===== config.mk =====
export PLATFORM = sky130hd
export DESIGN_NAME = coreuart_tx_fifo_reader
export DESIGN_NICKNAME = d
export VERILOG_FILES = /design/src/rtl/coreuart_tx_fifo_reader_pkg.sv /design/src/rtl/coreuart_tx_baud_tick.sv /design/src/rtl/coreuart_tx_fifo_reader.sv
export SDC_FILE = /design/constraint.sdc
export NUM_CORES = 1
export LEC_CHECK = 0
export ABC_AREA = 1
export BUFFER_PORTS_ARGS = -buffer_cell sky130_fd_sc_hd__buf_2
export CAP_MARGIN = 40
export CELL_PAD_IN_SITES_DETAIL_PLACEMENT = 1
export CELL_PAD_IN_SITES_GLOBAL_PLACEMENT = 1
export CORE_ASPECT_RATIO = 1.4
export CORE_MARGIN = 2
export CORE_UTILIZATION = 35
export CTS_CLUSTER_SIZE = 25
export DETAILED_ROUTE_END_ITERATION = 10
export GPL_TIMING_DRIVEN = 0
export PLACE_DENSITY_LB_ADDON = 0.1
export SETUP_SLACK_MARGIN = 0.1
export SLEW_MARGIN = 25
export SYNTH_ARGS = -nofsm -noshare
export SYNTH_HDL_FRONTEND = slang
export SYNTH_HIERARCHICAL = 1
export SYNTH_SLANG_ARGS = --single-unit

===== constraint.sdc =====
create_clock -name CLK -period 1.55 [get_ports CLK]
set_input_delay 0.0775 -clock CLK [delete_from_list [all_inputs] [get_ports CLK]]
set_output_delay 0.0775 -clock CLK [all_outputs]
set_load 0.03 [all_outputs]

===== src/rtl/coreuart_tx_fifo_reader_pkg.sv =====
// Shared definitions for the UART TX FIFO read-side engine: FSM states,
// oversampling constants and the frame parity helper.
package coreuart_tx_fifo_reader_pkg;

    localparam int OVERSAMPLE = 16;
    localparam int OS_W       = $clog2(OVERSAMPLE);
    localparam int DATA_MAX   = 8;

    typedef enum logic [2:0] {
        ST_IDLE   = 3'd0,
        ST_FETCH  = 3'd1,
        ST_START  = 3'd2,
        ST_DATA   = 3'd3,
        ST_PARITY = 3'd4,
        ST_STOP   = 3'd5
    } tx_state_t;

    // In 7-bit mode DO[7] must not contribute to parity.
    function automatic logic frame_parity(input logic [7:0] data,
                                          input logic       bit8,
                                          input logic       odd_n_even);
        logic [7:0] used;
        used = bit8 ? data : {1'b0, data[6:0]};
        return (^used) ^ odd_n_even;
    endfunction

endpackage


===== src/rtl/coreuart_tx_baud_tick.sv =====
// 16x baud tick generator: down-counter reloading from baud_val, tick when it hits zero.
// A new baud_val is picked up only at the next reload; clear restarts the phase.
module coreuart_tx_baud_tick #(
    parameter int BAUD_W = 13
) (
    input  logic              clk,
    input  logic              reset,
    input  logic              clear,
    input  logic [BAUD_W-1:0] baud_val,
    output logic              tick
);

    logic [BAUD_W-1:0] count;

    always_ff @(posedge clk) begin
        if (reset) begin
            count <= '0;
        end else if (clear || (count == '0)) begin
            count <= baud_val;
        end else begin
            count <= count - 1'b1;
        end
    end

    assign tick = (count == '0);

endmodule


===== src/rtl/coreuart_tx_fifo_reader.sv =====
// Read-side engine of the UART TX FIFO: pops bytes and serializes them as 8N1/7N1 (+parity).
// Define COREUART_TX_STOP2_EN to add the STOP2 input for two stop bits.
module coreuart_tx_fifo_reader
    import coreuart_tx_fifo_reader_pkg::*;
#(
    parameter int BAUD_W     = 13,
    parameter int RD_LATENCY = 2
) (
    input  logic              CLK,
    input  logic              RESET,
    input  logic [BAUD_W-1:0] BAUD_VAL,
    input  logic              BIT8,
    input  logic              PARITY_EN,
    input  logic              ODD_N_EVEN,
`ifdef COREUART_TX_STOP2_EN
    input  logic              STOP2,
`endif
    input  logic              FIFO_EMPTY,
    input  logic [7:0]        FIFO_DO,
    output logic              FIFO_RDB,
    output logic              TX,
    output logic              TX_BUSY
);

    localparam int FETCH_W = (RD_LATENCY < 1) ? 1 : $clog2(RD_LATENCY + 1);

    tx_state_t          state, state_next;
    logic               tick;
    logic               bit_done;
    logic               load_frame;
    logic               tx_next;
    logic               rdb_next;
    logic               busy_next;
    logic [OS_W-1:0]    os_cnt;
    logic [2:0]         bit_cnt;
    logic [2:0]         last_bit;
    logic [FETCH_W-1:0] fetch_cnt;
    logic [7:0]         shift_reg;
    logic               parity_bit;
    logic               bit8_q;
    logic               parity_en_q;
    logic               stop_cnt;
    logic               stop_last;

    coreuart_tx_baud_tick #(
        .BAUD_W (BAUD_W)
    ) u_baud_tick (
        .clk      (CLK),
        .reset    (RESET),
        .clear    (load_frame),
        .baud_val (BAUD_VAL),
        .tick     (tick)
    );

    assign bit_done = tick && (os_cnt == OS_W'(OVERSAMPLE - 1));
    assign last_bit = bit8_q ? 3'(DATA_MAX - 1) : 3'(DATA_MAX - 2);

`ifdef COREUART_TX_STOP2_EN
    logic stop2_q;
    assign stop_last = stop2_q;
`else
    assign stop_last = 1'b0;
`endif

    always_ff @(posedge CLK) begin
        if (RESET) begin
            state    <= ST_IDLE;
            TX       <= 1'b1;
            FIFO_RDB <= 1'b0;
            TX_BUSY  <= 1'b0;
        end else begin
            state    <= state_next;
            TX       <= tx_next;
            FIFO_RDB <= rdb_next;
            TX_BUSY  <= busy_next;
        end
    end

    // TX is registered: each branch presents the level of the bit about to begin.
    always_comb begin
        state_next = state;
        tx_next    = TX;
        rdb_next   = 1'b0;
        busy_next  = TX_BUSY;
        load_frame = 1'b0;
        case (state)
            ST_IDLE: begin
                tx_next   = 1'b1;
                busy_next = 1'b0;
                if (!FIFO_EMPTY) begin
                    rdb_next   = 1'b1;
                    busy_next  = 1'b1;
                    state_next = ST_FETCH;
                end
            end
            ST_FETCH: begin
                if (fetch_cnt == FETCH_W'(RD_LATENCY)) begin
                    load_frame = 1'b1;
                    tx_next    = 1'b0;
                    state_next = ST_START;
                end
            end
            ST_START: begin
                if (bit_done) begin
                    tx_next    = shift_reg[0];
                    state_next = ST_DATA;
                end
            end
            ST_DATA: begin
                if (bit_done) begin
                    if (bit_cnt == last_bit) begin
                        if (parity_en_q) begin
                            tx_next    = parity_bit;
                            state_next = ST_PARITY;
                        end else begin
                            tx_next    = 1'b1;
                            state_next = ST_STOP;
                        end
                    end else begin
                        tx_next = shift_reg[1];
                    end
                end
            end
            ST_PARITY: begin
                if (bit_done) begin
                    tx_next    = 1'b1;
                    state_next = ST_STOP;
                end
            end
            ST_STOP: begin
                if (bit_done && (stop_cnt == stop_last)) begin
                    if (!FIFO_EMPTY) begin
                        rdb_next   = 1'b1;
                        state_next = ST_FETCH;
                    end else begin
                        busy_next  = 1'b0;
                        state_next = ST_IDLE;
                    end
                end
            end
            default: begin
                tx_next    = 1'b1;
                busy_next  = 1'b0;
                state_next = ST_IDLE;
            end
        endcase
    end

    // Frame settings are captured with the byte so mid-frame changes wait for the next one.
    always_ff @(posedge CLK) begin
        if (RESET) begin
            fetch_cnt   <= '0;
            os_cnt      <= '0;
            bit_cnt     <= '0;
            stop_cnt    <= 1'b0;
            shift_reg   <= '0;
            parity_bit  <= 1'b0;
            bit8_q      <= 1'b0;
            parity_en_q <= 1'b0;
`ifdef COREUART_TX_STOP2_EN
            stop2_q     <= 1'b0;
`endif
        end else begin
            fetch_cnt <= (state == ST_FETCH) ? fetch_cnt + 1'b1 : '0;
            if (load_frame) begin
                os_cnt      <= '0;
                bit_cnt     <= '0;
                stop_cnt    <= 1'b0;
                shift_reg   <= BIT8 ? FIFO_DO : {1'b0, FIFO_DO[6:0]};
                parity_bit  <= frame_parity(FIFO_DO, BIT8, ODD_N_EVEN);
                bit8_q      <= BIT8;
                parity_en_q <= PARITY_EN;
`ifdef COREUART_TX_STOP2_EN
                stop2_q     <= STOP2;
`endif
            end else begin
                if (tick) begin
                    os_cnt <= os_cnt + 1'b1;
                end
                if (bit_done && (state == ST_DATA)) begin
                    shift_reg <= shift_reg >> 1;
                    bit_cnt   <= bit_cnt + 1'b1;
                end
                if (bit_done && (state == ST_STOP)) begin
                    stop_cnt <= ~stop_cnt;
                end
            end
        end
    end

endmodule


==> results.sh, run 1 <==
export IMPL_netlist_top_cell_by_area="sky130_fd_sc_hd__dfxtp_1"
export IMPL_maxCapViolations=0
export IMPL_pre_cts_setup_slack_ns=-0.368
export IMPL_register_area_sq_um=805
export IMPL_placed_area_sq_um=2700
export IMPL_top_level_ports=30
export IMPL_fp_dieArea_sq_um=7520
export IMPL_vias=2471
export IMPL_clock_skew_ns=0.00378
export IMPL_ctsRootBufferMaster="sky130_fd_sc_hd__clkbuf_8"
export IMPL_crit_required_ns=1.72
export IMPL_grt_start_max_net_pins=14
export IMPL_place_detailed_hpwl_mm=5.06
export IMPL_worst_setup_path_end_kind="flop"
export IMPL_cellLeakagePower_nw=1.47
export IMPL_netlist_area_sq_um=2390
export IMPL_timing_final_ws_setup_ns=-0.276
export IMPL_cell_with_the_largest_stage_delay_on_the_worst_path="sky130_fd_sc_hd__dfxtp_2"
export IMPL_timing_worst_setup_path_type="flop to flop"
export IMPL_timing_critical_path_from_type="flop"
export IMPL_htreeDepth=2
export IMPL_crit_path_max_fanout=7
export IMPL_core_area_sq_um=6610
export IMPL_areaGrowthSynthToFinish_pct=30.0
export IMPL_whs_ns=-0.00130
export IMPL_netlist_cell_type_count=33
export IMPL_synth_seq_cells=40
export IMPL_antenna_cells_inserted=0
export IMPL_start_util_pct=36.2
export IMPL_detail_route_first_pass_iterations=4
export IMPL_multi_input_area_sq_um=1520
export IMPL_critical_path_max_stage_delay_ns=0.35
export IMPL_grt_antenna_before_repair=0
export IMPL_power_total_mw=4.51
export IMPL_globalplace_congestion=0.855
export IMPL_numCtsBuffers=5
export IMPL_cts_tree="built"
export IMPL_irDropWorstVdd_uv=548
export IMPL_post_route_cells_drive_above_1_share_pct=26.9
export IMPL_unrepaired_setup_endpoints_after_global_routing="yes"
export IMPL_antenna_violating_nets_post_route=0
export IMPL_total_routed_length_mm=6.81
export IMPL_clk_transition_reported_paths_ns=0.09
export IMPL_routed_via_density=4.79
export IMPL_io_buffer_count=29
export IMPL_final_min_clock_period_ns=1.83
export IMPL_clock_sinks=40
export IMPL_grt_first_pass_wirelength_mm=11.3
export IMPL_grt_total_usage_pct=19.6
export IMPL_nets=455
export IMPL_via_count_of_the_first_global_routing_pass=2569
export IMPL_max_clock_path_buffers=2
export IMPL_timing_final_setup_violations=19
export IMPL_core_rowCount=35
export IMPL_ys_warnings_count=6
export IMPL_report_final_slew_viol_count=0
export IMPL_synth_seq_area_share_pct=33.5
export IMPL_synth_area_top_cells="sky130_fd_sc_hd__dfxtp_1 33%, sky130_fd_sc_hd__nand2_1 17%, sky130_fd_sc_hd__nor2_1 8.9%"
export IMPL_failed_checks="hold timing, setup timing"
export IMPL_numPlacedInstances=492
export IMPL_synth_fp_nets=403
export IMPL_yosysTopAreaCellShare_pct=33.5
export IMPL_globalRouteOverflowTotal=0
export IMPL_synthCells=371
export IMPL_min_period_over_period_pct=118
export IMPL_drt_drc_violations_left=0
export IMPL_insertion_delay_ns=0.30
export IMPL_number_of_filler_instances_in_the_final_layout=879
export IMPL_min_path_cells=3
export IMPL_dr_first_iter_drc_count=54
export IMPL_largest_register_ff_count=13
export IMPL_tightest_slew_ns=0.627
export IMPL_slew_headroom_pct=58.2
export IMPL_run_status="complete, but fails checks"
export IMPL_hold_violations=1
export IMPL_post_drt_wl_per_cell_um=13.2
export IMPL_critPathArrivalTime_ns=2.00
export IMPL_worstPathCellList="nor2_4 -> nand2_2 -> inv_2 -> nand4_1 -> nor2_1 -> buf_4 -> buf_12 -> nand3_4 -> nor2_4 -> nand2_4 -> nand2_8 -> nand3_2 -> o21ai_2 -> nor2_1"
export IMPL_postSynthAreaPerCell_sq_um=6.45
export IMPL_hp_class="input port to flop"
export IMPL_die_x_um=73.9
export IMPL_post_layout_nonfiller_instances=516
export IMPL_postLayoutCellArea_sq_um=3110
export IMPL_max_freq_mhz=548
export IMPL_timing_reg2reg_worst_path_depth=14
export IMPL_die_height_um=102
export IMPL_p_per_area_nw_per_um2=1450
cell usage after synthesis:
library cell / instances
sky130_fd_sc_hd__buf_8: 1
sky130_fd_sc_hd__nor2_8: 1
sky130_fd_sc_hd__o2111ai_1: 1
sky130_fd_sc_hd__inv_1: 51
sky130_fd_sc_hd__o21ai_2: 3
sky130_fd_sc_hd__xor2_1: 3
sky130_fd_sc_hd__nor3_1: 4
sky130_fd_sc_hd__nand2_4: 2
sky130_fd_sc_hd__nor2_2: 3
sky130_fd_sc_hd__nand2_8: 1
sky130_fd_sc_hd__clkbuf_1: 2
sky130_fd_sc_hd__nand2_1: 108
sky130_fd_sc_hd__a211oi_1: 1
sky130_fd_sc_hd__mux2i_1: 1
sky130_fd_sc_hd__o21ai_0: 16
sky130_fd_sc_hd__xnor2_1: 5
sky130_fd_sc_hd__ha_1: 5
sky130_fd_sc_hd__nand3b_1: 2
sky130_fd_sc_hd__inv_2: 2
sky130_fd_sc_hd__nor2_4: 2
sky130_fd_sc_hd__dfxtp_1: 40
sky130_fd_sc_hd__buf_12: 1
sky130_fd_sc_hd__a31oi_1: 1
sky130_fd_sc_hd__buf_2: 1
sky130_fd_sc_hd__nand3_1: 26
sky130_fd_sc_hd__nand2_2: 3
sky130_fd_sc_hd__nor2_1: 57
sky130_fd_sc_hd__o21ai_1: 2
sky130_fd_sc_hd__nand4_1: 4
sky130_fd_sc_hd__a21oi_1: 18
sky130_fd_sc_hd__nor3b_1: 2
sky130_fd_sc_hd__inv_6: 1
sky130_fd_sc_hd__nand3_4: 1
path summary, 6_finish.rpt:
kind                              startpoint                               to  slack [ns]
max          u_baud_tick/count[9]$_SDFF_PP0_        shift_reg[5]$_SDFFE_PP0P_       -0.28
min                              BAUD_VAL[0]  u_baud_tick/count[0]$_SDFF_PP0_      -0.001
max reg2reg  u_baud_tick/count[9]$_SDFF_PP0_        shift_reg[5]$_SDFFE_PP0P_       -0.28
min reg2reg          fetch_cnt[0]$_SDFF_PP0_          fetch_cnt[0]$_SDFF_PP0_        0.43
critical path, delay by kind of cell, from the launching register on:
family          cells  cell delay [ns]
flops               1             0.35
buf+inv             3             0.29
compound gates      1             0.06
simple gates       10             1.00
where the power goes:
part / internal (mW) / switching, mW
clock: 0.477 / 0.409
combinational: 0.902 / 1.32
sequential: 1.21 / 0.185
total: 2.59 / 1.92
layer usage:
layer / GRT usage [%] / wire, um / up-vias
li1: - / - / 1267
met1: 18.6 / 2570 / 1168
met2: 41.4 / 3990 / 30
met3: 2.86 / 169 / 6
met4: 5.45 / 82 / 0
met5: 0 / 0 / -
layout by cell type (no fill, tap or decap), types with 2 or more instances in the layout:
cell / count
sky130_fd_sc_hd__a21oi_1: 12
sky130_fd_sc_hd__a21oi_2: 6
sky130_fd_sc_hd__buf_12: 2
sky130_fd_sc_hd__buf_2: 29
sky130_fd_sc_hd__buf_4: 11
sky130_fd_sc_hd__buf_8: 2
sky130_fd_sc_hd__clkbuf_1: 2
sky130_fd_sc_hd__clkbuf_8: 5
sky130_fd_sc_hd__clkinvlp_4: 2
sky130_fd_sc_hd__dfxtp_1: 37
sky130_fd_sc_hd__dfxtp_2: 3
sky130_fd_sc_hd__dlygate4sd3_1: 2
sky130_fd_sc_hd__ha_1: 4
sky130_fd_sc_hd__inv_1: 44
sky130_fd_sc_hd__inv_2: 7
sky130_fd_sc_hd__nand2_1: 101
sky130_fd_sc_hd__nand2_2: 8
sky130_fd_sc_hd__nand2_4: 4
sky130_fd_sc_hd__nand2_8: 2
sky130_fd_sc_hd__nand3_1: 19
sky130_fd_sc_hd__nand3_2: 5
sky130_fd_sc_hd__nand3_4: 3
sky130_fd_sc_hd__nand3b_1: 2
sky130_fd_sc_hd__nand4_1: 4
sky130_fd_sc_hd__nor2_1: 54
sky130_fd_sc_hd__nor2_2: 3
sky130_fd_sc_hd__nor2_4: 5
sky130_fd_sc_hd__nor3_1: 3
sky130_fd_sc_hd__o21ai_0: 13
sky130_fd_sc_hd__o21ai_2: 7
sky130_fd_sc_hd__xnor2_1: 4
sky130_fd_sc_hd__xor2_1: 3
what timing repair did:
item	CTS	global route
endpoints found under the hold margin	2	0
cloned	1	0
resized for setup	34	15
buffers inserted	8	7
setup endpoints to repair	34	37
hold buffers	2	0
pin swaps	14	13
metrics by stage:
stage / setup TNS (ns) / utilization, % / hold slack (ns)
finish: -3.82 / 47.0 / -0.00130
global route: -7.26 / 47.0 / -0.0000333
CTS: -2.65 / 45.5 / 0.00124
detailed placement: -5.18 / 40.8 / 0.296
global placement: -4.12 / 40.8 / 0.284
floorplan: -0.133 / - / 0.173
logic make-up (layout without fill, tap and decap cells):
family / after synthesis / count (layout) / share of synthesized area (%)
simple gates: 216 / 217 / 40.3
buf+inv: 59 / 111 / 10.7
compound gates: 42 / 42 / 9.57
flops: 40 / 40 / 33.5
xor+xnor: 8 / 8 / 2.93
fa+ha+maj: 5 / 5 / 2.62
mux: 1 / 1 / 0.418
area by class of cell:
| type | count | share of cell area [%] |
|---|---|---|
| Clock buffer | 5 | 2.21 |
| Buffer | 5 | 1.61 |
| Sequential cell | 40 | 25.9 |
| Inverter | 54 | 7.04 |
| Timing Repair Buffer | 44 | 9.21 |
| Multi-Input combinational cell | 273 | 49.0 |
| Tap cell | 92 | 3.70 |
| Clock inverter | 3 | 1.37 |
Power figures use the tool's default switching activity.
==> inputs of run 2 (changes only) <==
- CAP_MARGIN: 40 -> unset
- CORE_UTILIZATION: 35 -> 37
==> results.sh, run 2 (synthesized netlist as in run 1, its figures left out) <==
export IMPL_die_x_um=72.0
export IMPL_power_share_switching_pct=40.5
export IMPL_worst_setup_path_end_kind="flop"
export IMPL_critPathArrivalTime_ns=2.16
export IMPL_worst_r2r_endpoint="shift_reg[0]$_SDFFE_PP0P_"
export IMPL_timing_final_setup_violations=27
export IMPL_final_min_clock_period_ns=1.94
export IMPL_timing_final_ws_setup_ns=-0.387
export IMPL_busiest_layer="met2"
export IMPL_met2_usage_pct=43.9
export IMPL_grt_antenna_before_repair=0
export IMPL_max_clock_path_buffers=2
export IMPL_origin_of_the_worst_setup_path="u_baud_tick/count[9]$_SDFF_PP0_"
export IMPL_unrepaired_setup_endpoints_after_global_routing="yes"
export IMPL_globalplace_congestion=0.812
export IMPL_highest_count_cells_in_the_layout_ignoring_fill_and_taps="96 x sky130_fd_sc_hd__nand2_1, 49 x sky130_fd_sc_hd__nor2_1, 42 x sky130_fd_sc_hd__inv_1"
export IMPL_r2r_setup_slack_ns=-0.39
export IMPL_die_height_um=99.1
export IMPL_top_level_ports=30
export IMPL_netSwitchingPower_mw=2.17
export IMPL_groute_layer_met1_usage_pct=19.7
export IMPL_cell_with_the_largest_stage_delay_on_the_worst_path="sky130_fd_sc_hd__dfxtp_2"
export IMPL_reg2reg_from="u_baud_tick/count[9]$_SDFF_PP0_"
export IMPL_critical_path_max_stage_delay_ns=0.34
export IMPL_total_routed_length_mm=7.75
export IMPL_start_util_pct=38.3
export IMPL_postLayoutCellArea_sq_um=3440
export IMPL_nets=473
export IMPL_fp_dieArea_sq_um=7130
export IMPL_setup_worst_path_end="shift_reg[0]$_SDFFE_PP0P_"
export IMPL_power_total_mw=5.35
export IMPL_ctsRootBufferMaster="sky130_fd_sc_hd__clkbuf_8"
export IMPL_grt_total_usage_pct=21.0
export IMPL_core_area_sq_um=6250
export IMPL_dr_first_iter_drc_count=43
export IMPL_run_status="complete, but fails checks"
export IMPL_crit_path_max_fanout=5
export IMPL_grt_first_pass_wirelength_mm=11.8
export IMPL_post_drt_wl_per_cell_um=15.1
export IMPL_power_frac_seq_pct=26.3
export IMPL_tightest_slew_ns=0.705
export IMPL_maxCapViolations=0
export IMPL_htreeDepth=2
export IMPL_drt_drc_violations_left=0
export IMPL_largest_register_ff_count=13
export IMPL_routed_via_density=5.12
export IMPL_clk_transition_reported_paths_ns=0.09
export IMPL_antenna_violating_nets_post_route=0
export IMPL_grt_start_max_net_pins=14
export IMPL_grt_met3_usage_pct=3.04
export IMPL_failed_checks="setup timing"
export IMPL_postLayoutCoreUtil_pct=54.9
export IMPL_io_buffer_count=29
export IMPL_crit_required_ns=1.78
export IMPL_via_count_of_the_first_global_routing_pass=2671
export IMPL_clock_sinks=40
export IMPL_areaGrowthSynthToFinish_pct=43.6
export IMPL_hp_class="input port to flop"
export IMPL_timing_critical_path_from_type="flop"
export IMPL_core_rowCount=34
export IMPL_cts_tree="built"
export IMPL_numCtsBuffers=5
export IMPL_place_detailed_hpwl_mm=4.97
export IMPL_p_per_area_nw_per_um2=1560
export IMPL_pre_cts_setup_slack_ns=-0.375
export IMPL_insertion_delay_ns=0.29
export IMPL_antenna_cells_inserted=0
export IMPL_slew_headroom_pct=53.0
export IMPL_timing_reg2reg_worst_path_depth=15
export IMPL_mostFrequentLayoutCell="sky130_fd_sc_hd__nand2_1"
export IMPL_placed_area_sq_um=2670
export IMPL_comb_power_share_pct=51.0
export IMPL_vias=2634
export IMPL_globalRouteOverflowTotal=0
export IMPL_report_final_slew_viol_count=0
export IMPL_detail_route_first_pass_iterations=4
export IMPL_hold_violations=0
export IMPL_clock_skew_ns=0.00765
export IMPL_irDropWorstVdd_uv=678
export IMPL_max_freq_mhz=516
export IMPL_worstPathCellList="nor2_4 -> nand2_2 -> inv_2 -> nand4_1 -> nor2_1 -> buf_4 -> buf_4 -> buf_6 -> nand3_4 -> nor2_4 -> nand2_4 -> nand2_8 -> buf_12 -> o21ai_1 -> a31oi_1"
export IMPL_cellLeakagePower_nw=1.64
export IMPL_clock_power_share_pct=22.7
export IMPL_internal_power_mw=3.18
export IMPL_post_route_cells_drive_above_1_share_pct=34.6
export IMPL_min_period_over_period_pct=125
export IMPL_timing_worst_setup_path_type="flop to flop"
==> run 2: changes by cell type in the layout (fill, tap and decap cells not counted), moves of 5 or more <==
| cell | previous run | this run |
|---|---|---|
| sky130_fd_sc_hd__buf_6 | 1 | 7 |
| sky130_fd_sc_hd__nor2_1 | 54 | 49 |
| sky130_fd_sc_hd__dfxtp_1 | 37 | 30 |
| sky130_fd_sc_hd__dfxtp_2 | 3 | 10 |
| sky130_fd_sc_hd__nand2_1 | 101 | 96 |
| sky130_fd_sc_hd__buf_4 | 11 | 19 |
==> run 2: how the worst min path moves through the flow <==
| stage | cells after the start | slack [ns] | to | start |
|---|---|---|---|---|
| after detailed placement | 3 | 0.30 | u_baud_tick/count[1]$_SDFF_PP0_ | BAUD_VAL[1] |
| after global placement | 3 | 0.29 | u_baud_tick/count[1]$_SDFF_PP0_ | BAUD_VAL[1] |
| after CTS | 3 | 0.003 | u_baud_tick/count[4]$_SDFF_PP0_ | BAUD_VAL[4] |
| final | 3 | 0.01 | u_baud_tick/count[4]$_SDFF_PP0_ | BAUD_VAL[4] |
| after global routing | 3 | 0.03 | u_baud_tick/count[4]$_SDFF_PP0_ | BAUD_VAL[4] |
| after floorplan | 2 | 0.17 | TX$_SDFFE_PP1P_ | RESET |
==> run 2: timing repair <==
action | in CTS | in global routing
buffers inserted | 18 | 13
setup endpoints to repair | 33 | 37
pin swaps | 18 | 20
hold buffers | 2 | 0
resized for setup | 32 | 58
gates cloned | 1 | 1
endpoints found under the hold margin | 2 | 0
==> run 2: layer usage <==
layer,wire [um],vias to the layer above
li1,-,1306
met1,2750,1264
met2,4580,50
met3,229,14
met4,195,0
met5,0,-
==> run 2: worst max-delay path: cells and delay by family (launching register included) <==
kind | cells | cell delay [ns]
AND/OR/NAND/NOR | 8 | 0.84
buffers and inverters | 5 | 0.49
AO/OA/AOI/OAI | 2 | 0.20
flip-flops | 1 | 0.34
==> run 2: final cells by class <==
class	instances	area [sq um]
tap	72	90.1
fill	822	2820
clock inverter	3	90.1
multi-input combinational	273	1600
timing repair buffer	62	499
inverter	54	229
buffer	5	50.0
clock buffer	5	68.8
sequential	40	813
==> run 2: through the flow <==
| stage | TNS, ns | cells | hold WS, ns |
|---|---|---|---|
| after floorplan | -0.133 | 371 | 0.173 |
| after global placement | -4.10 | 472 | 0.293 |
| after detailed placement | -4.90 | 472 | 0.298 |
| after CTS | -2.83 | 501 | 0.00298 |
| after global routing | -9.80 | 514 | 0.0265 |
| final | -5.59 | 514 | 0.0132 |
==> run 2: power groups by stage <==
stage               registers, mW  clock network, mW  logic (mW)
detailed placement           1.39                  0        1.94
CTS                          1.39               1.24        2.28
floorplan                    1.40                  0        1.48
finish                       1.41               1.21        2.73
global placement             1.39                  0        1.90
global route                 1.43               1.29        3.02
==> inputs of run 3 (changes only) <==
- CORE_MARGIN: 2 -> unset
- CORE_UTILIZATION: 37 -> 44
- RECOVER_POWER: unset -> 100
- clock period: 1.55 -> 2.5 ns (I/O delays scaled with it)
==> results.sh, run 3 (synthesized netlist as in run 1, its figures left out) <==
export IMPL_grt_antenna_before_repair=0
export IMPL_grt_total_usage_pct=23.5
export IMPL_run_status="complete, no violations"
export IMPL_unrepaired_setup_endpoints_after_global_routing="no"
export IMPL_grt_first_pass_wirelength_mm=10.2
export IMPL_post_cts_repair_setup_buffers=0
export IMPL_crit_path_max_fanout=10
export IMPL_grt_met3_usage_pct=3.19
export IMPL_io_buffer_count=29
export IMPL_multi_input_area_sq_um=1310
export IMPL_globalRouteOverflowTotal=0
export IMPL_die_x_um=64.3
export IMPL_timing_critical_path_from_type="flop"
export IMPL_max_freq_mhz=455
export IMPL_worst_setup_path_end_kind="flop"
export IMPL_place_detailed_hpwl_mm=4.77
export IMPL_holdBufCountCts=0
export IMPL_top_level_ports=30
export IMPL_areaGrowthSynthToFinish_pct=12.8
export IMPL_total_routed_length_mm=6.19
export IMPL_vias=2352
export IMPL_final_min_clock_period_ns=2.20
export IMPL_highest_count_cells_in_the_layout_ignoring_fill_and_taps="110 x sky130_fd_sc_hd__nand2_1, 57 x sky130_fd_sc_hd__nor2_1, 52 x sky130_fd_sc_hd__inv_1"
export IMPL_clk_transition_reported_paths_ns=0.08
export IMPL_hold_violations=0
export IMPL_p_per_area_nw_per_um2=961
export IMPL_timing_worst_setup_path_type="flop to flop"
export IMPL_die_height_um=89.2
export IMPL_core_area_sq_um=5200
export IMPL_clock_sinks=40
export IMPL_htreeDepth=2
export IMPL_ctsRootBufferMaster="sky130_fd_sc_hd__clkbuf_8"
export IMPL_hp_class="input port to flop"
export IMPL_detail_route_first_pass_iterations=4
export IMPL_postLayoutCoreUtil_pct=51.9
export IMPL_crit_required_ns=2.70
export IMPL_cts_resized=0
export IMPL_clock_skew_ns=0.00492
export IMPL_met2_usage_pct=49.6
export IMPL_grt_start_max_net_pins=13
export IMPL_numCtsBuffers=5
export IMPL_maxCapViolations=0
export IMPL_slew_headroom_pct=64.2
export IMPL_globalplace_congestion=0.854
export IMPL_groute_layer_met1_usage_pct=22.0
export IMPL_fin_setup_tns_ns=0
export IMPL_via_count_of_the_first_global_routing_pass=2367
export IMPL_report_final_slew_viol_count=0
export IMPL_post_drt_wl_per_cell_um=13.1
export IMPL_tightest_slew_ns=0.538
export IMPL_insertion_delay_ns=0.30
export IMPL_number_of_filler_instances_in_the_final_layout=736
export IMPL_mostFrequentLayoutCell="sky130_fd_sc_hd__nand2_1"
export IMPL_timing_final_setup_violations=0
export IMPL_start_util_pct=46.0
export IMPL_cts_tree="built"
export IMPL_nets=439
export IMPL_min_period_over_period_pct=87.8
export IMPL_fp_dieArea_sq_um=5740
export IMPL_drt_drc_violations_left=0
export IMPL_post_route_cells_drive_above_1_share_pct=12.7
export IMPL_cellLeakagePower_nw=1.33
export IMPL_irDropWorstVdd_uv=425
export IMPL_routed_via_density=4.96
export IMPL_max_clock_path_buffers=2
export IMPL_core_rowCount=31
export IMPL_dr_first_iter_drc_count=55
export IMPL_busiest_layer="met2"
export IMPL_critPathArrivalTime_ns=2.40
export IMPL_antenna_cells_inserted=0
export IMPL_register_area_sq_um=801
export IMPL_antenna_violating_nets_post_route=0
export IMPL_largest_register_ff_count=13
==> run 3: cell count changes in the layout (fill, tap and decap cells not counted), sizes merged <==
cell / change
buf: -34
bufinv: -2
clkbuf: +5
dlygate4sd3: -2
nand2: -1
==> run 3: worst paths after layout <==
kind,start,to,slack [ns],cells after the start
setup / recovery,u_baud_tick/count[0]$_SDFF_PP0_,shift_reg[1]$_SDFFE_PP0P_,0.30,12
hold / removal,BAUD_VAL[1],u_baud_tick/count[1]$_SDFF_PP0_,0.03,3
setup reg to reg,u_baud_tick/count[0]$_SDFF_PP0_,shift_reg[1]$_SDFFE_PP0P_,0.30,12
hold reg to reg,fetch_cnt[0]$_SDFF_PP0_,fetch_cnt[0]$_SDFF_PP0_,0.43,1
==> run 3: final cells by class <==
cell class | instances | share of cell area, %
clock buffers | 7 | 3.57
well taps | 66 | 3.06
clock inverters | 1 | 1.11
multi-input cells | 272 | 48.4
inverters | 54 | 7.56
flip-flops and latches | 40 | 29.7
plain buffers | 5 | 1.39
repair buffers | 29 | 5.24
==> run 3: critical path: stages, from the launching register on <==
cell and delay (ns):
sky130_fd_sc_hd__dfxtp_1 0.32, sky130_fd_sc_hd__inv_1 0.11, sky130_fd_sc_hd__ha_1 0.21, sky130_fd_sc_hd__nand4_1 0.11, sky130_fd_sc_hd__nor2_1 0.10, sky130_fd_sc_hd__buf_2 0.18, sky130_fd_sc_hd__nand3_1 0.11, sky130_fd_sc_hd__nor2_1 0.23
sky130_fd_sc_hd__nand2_1 0.25, sky130_fd_sc_hd__nand2_4 0.20, sky130_fd_sc_hd__inv_2 0.09, sky130_fd_sc_hd__o21ai_1 0.13, sky130_fd_sc_hd__a21oi_1 0.05
==> run 3: power breakdown <==
| part | internal [mW] | switching, mW |
|---|---|---|
| registers | 0.750 | 0.0971 |
| logic | 0.409 | 0.734 |
| clock network | 0.353 | 0.248 |
| total | 1.51 | 1.08 |
==> run 3: routing by layer <==
layer,vias to the layer above,routed length [um]
li1,1226,-
met4,0,125
met5,-,0
met3,10,130
met2,32,3500
met1,1084,2430
==> run 3: through the flow <==
step | std cells | worst slack [ns] | instance area (sq um) | hold WS, ns | total power [mW]
finish | 474 | 0.304 | 2700 | 0.0346 | 2.59
global route | 474 | 0.110 | 2700 | 0.0452 | 2.81
CTS | 474 | 0.362 | 2750 | 0.0276 | 2.65
detailed placement | 466 | 0.418 | 2620 | 0.341 | 2.04
global placement | 466 | 0.452 | 2620 | 0.335 | 2.00
floorplan | 371 | 0.789 | 2390 | 0.220 | 1.77
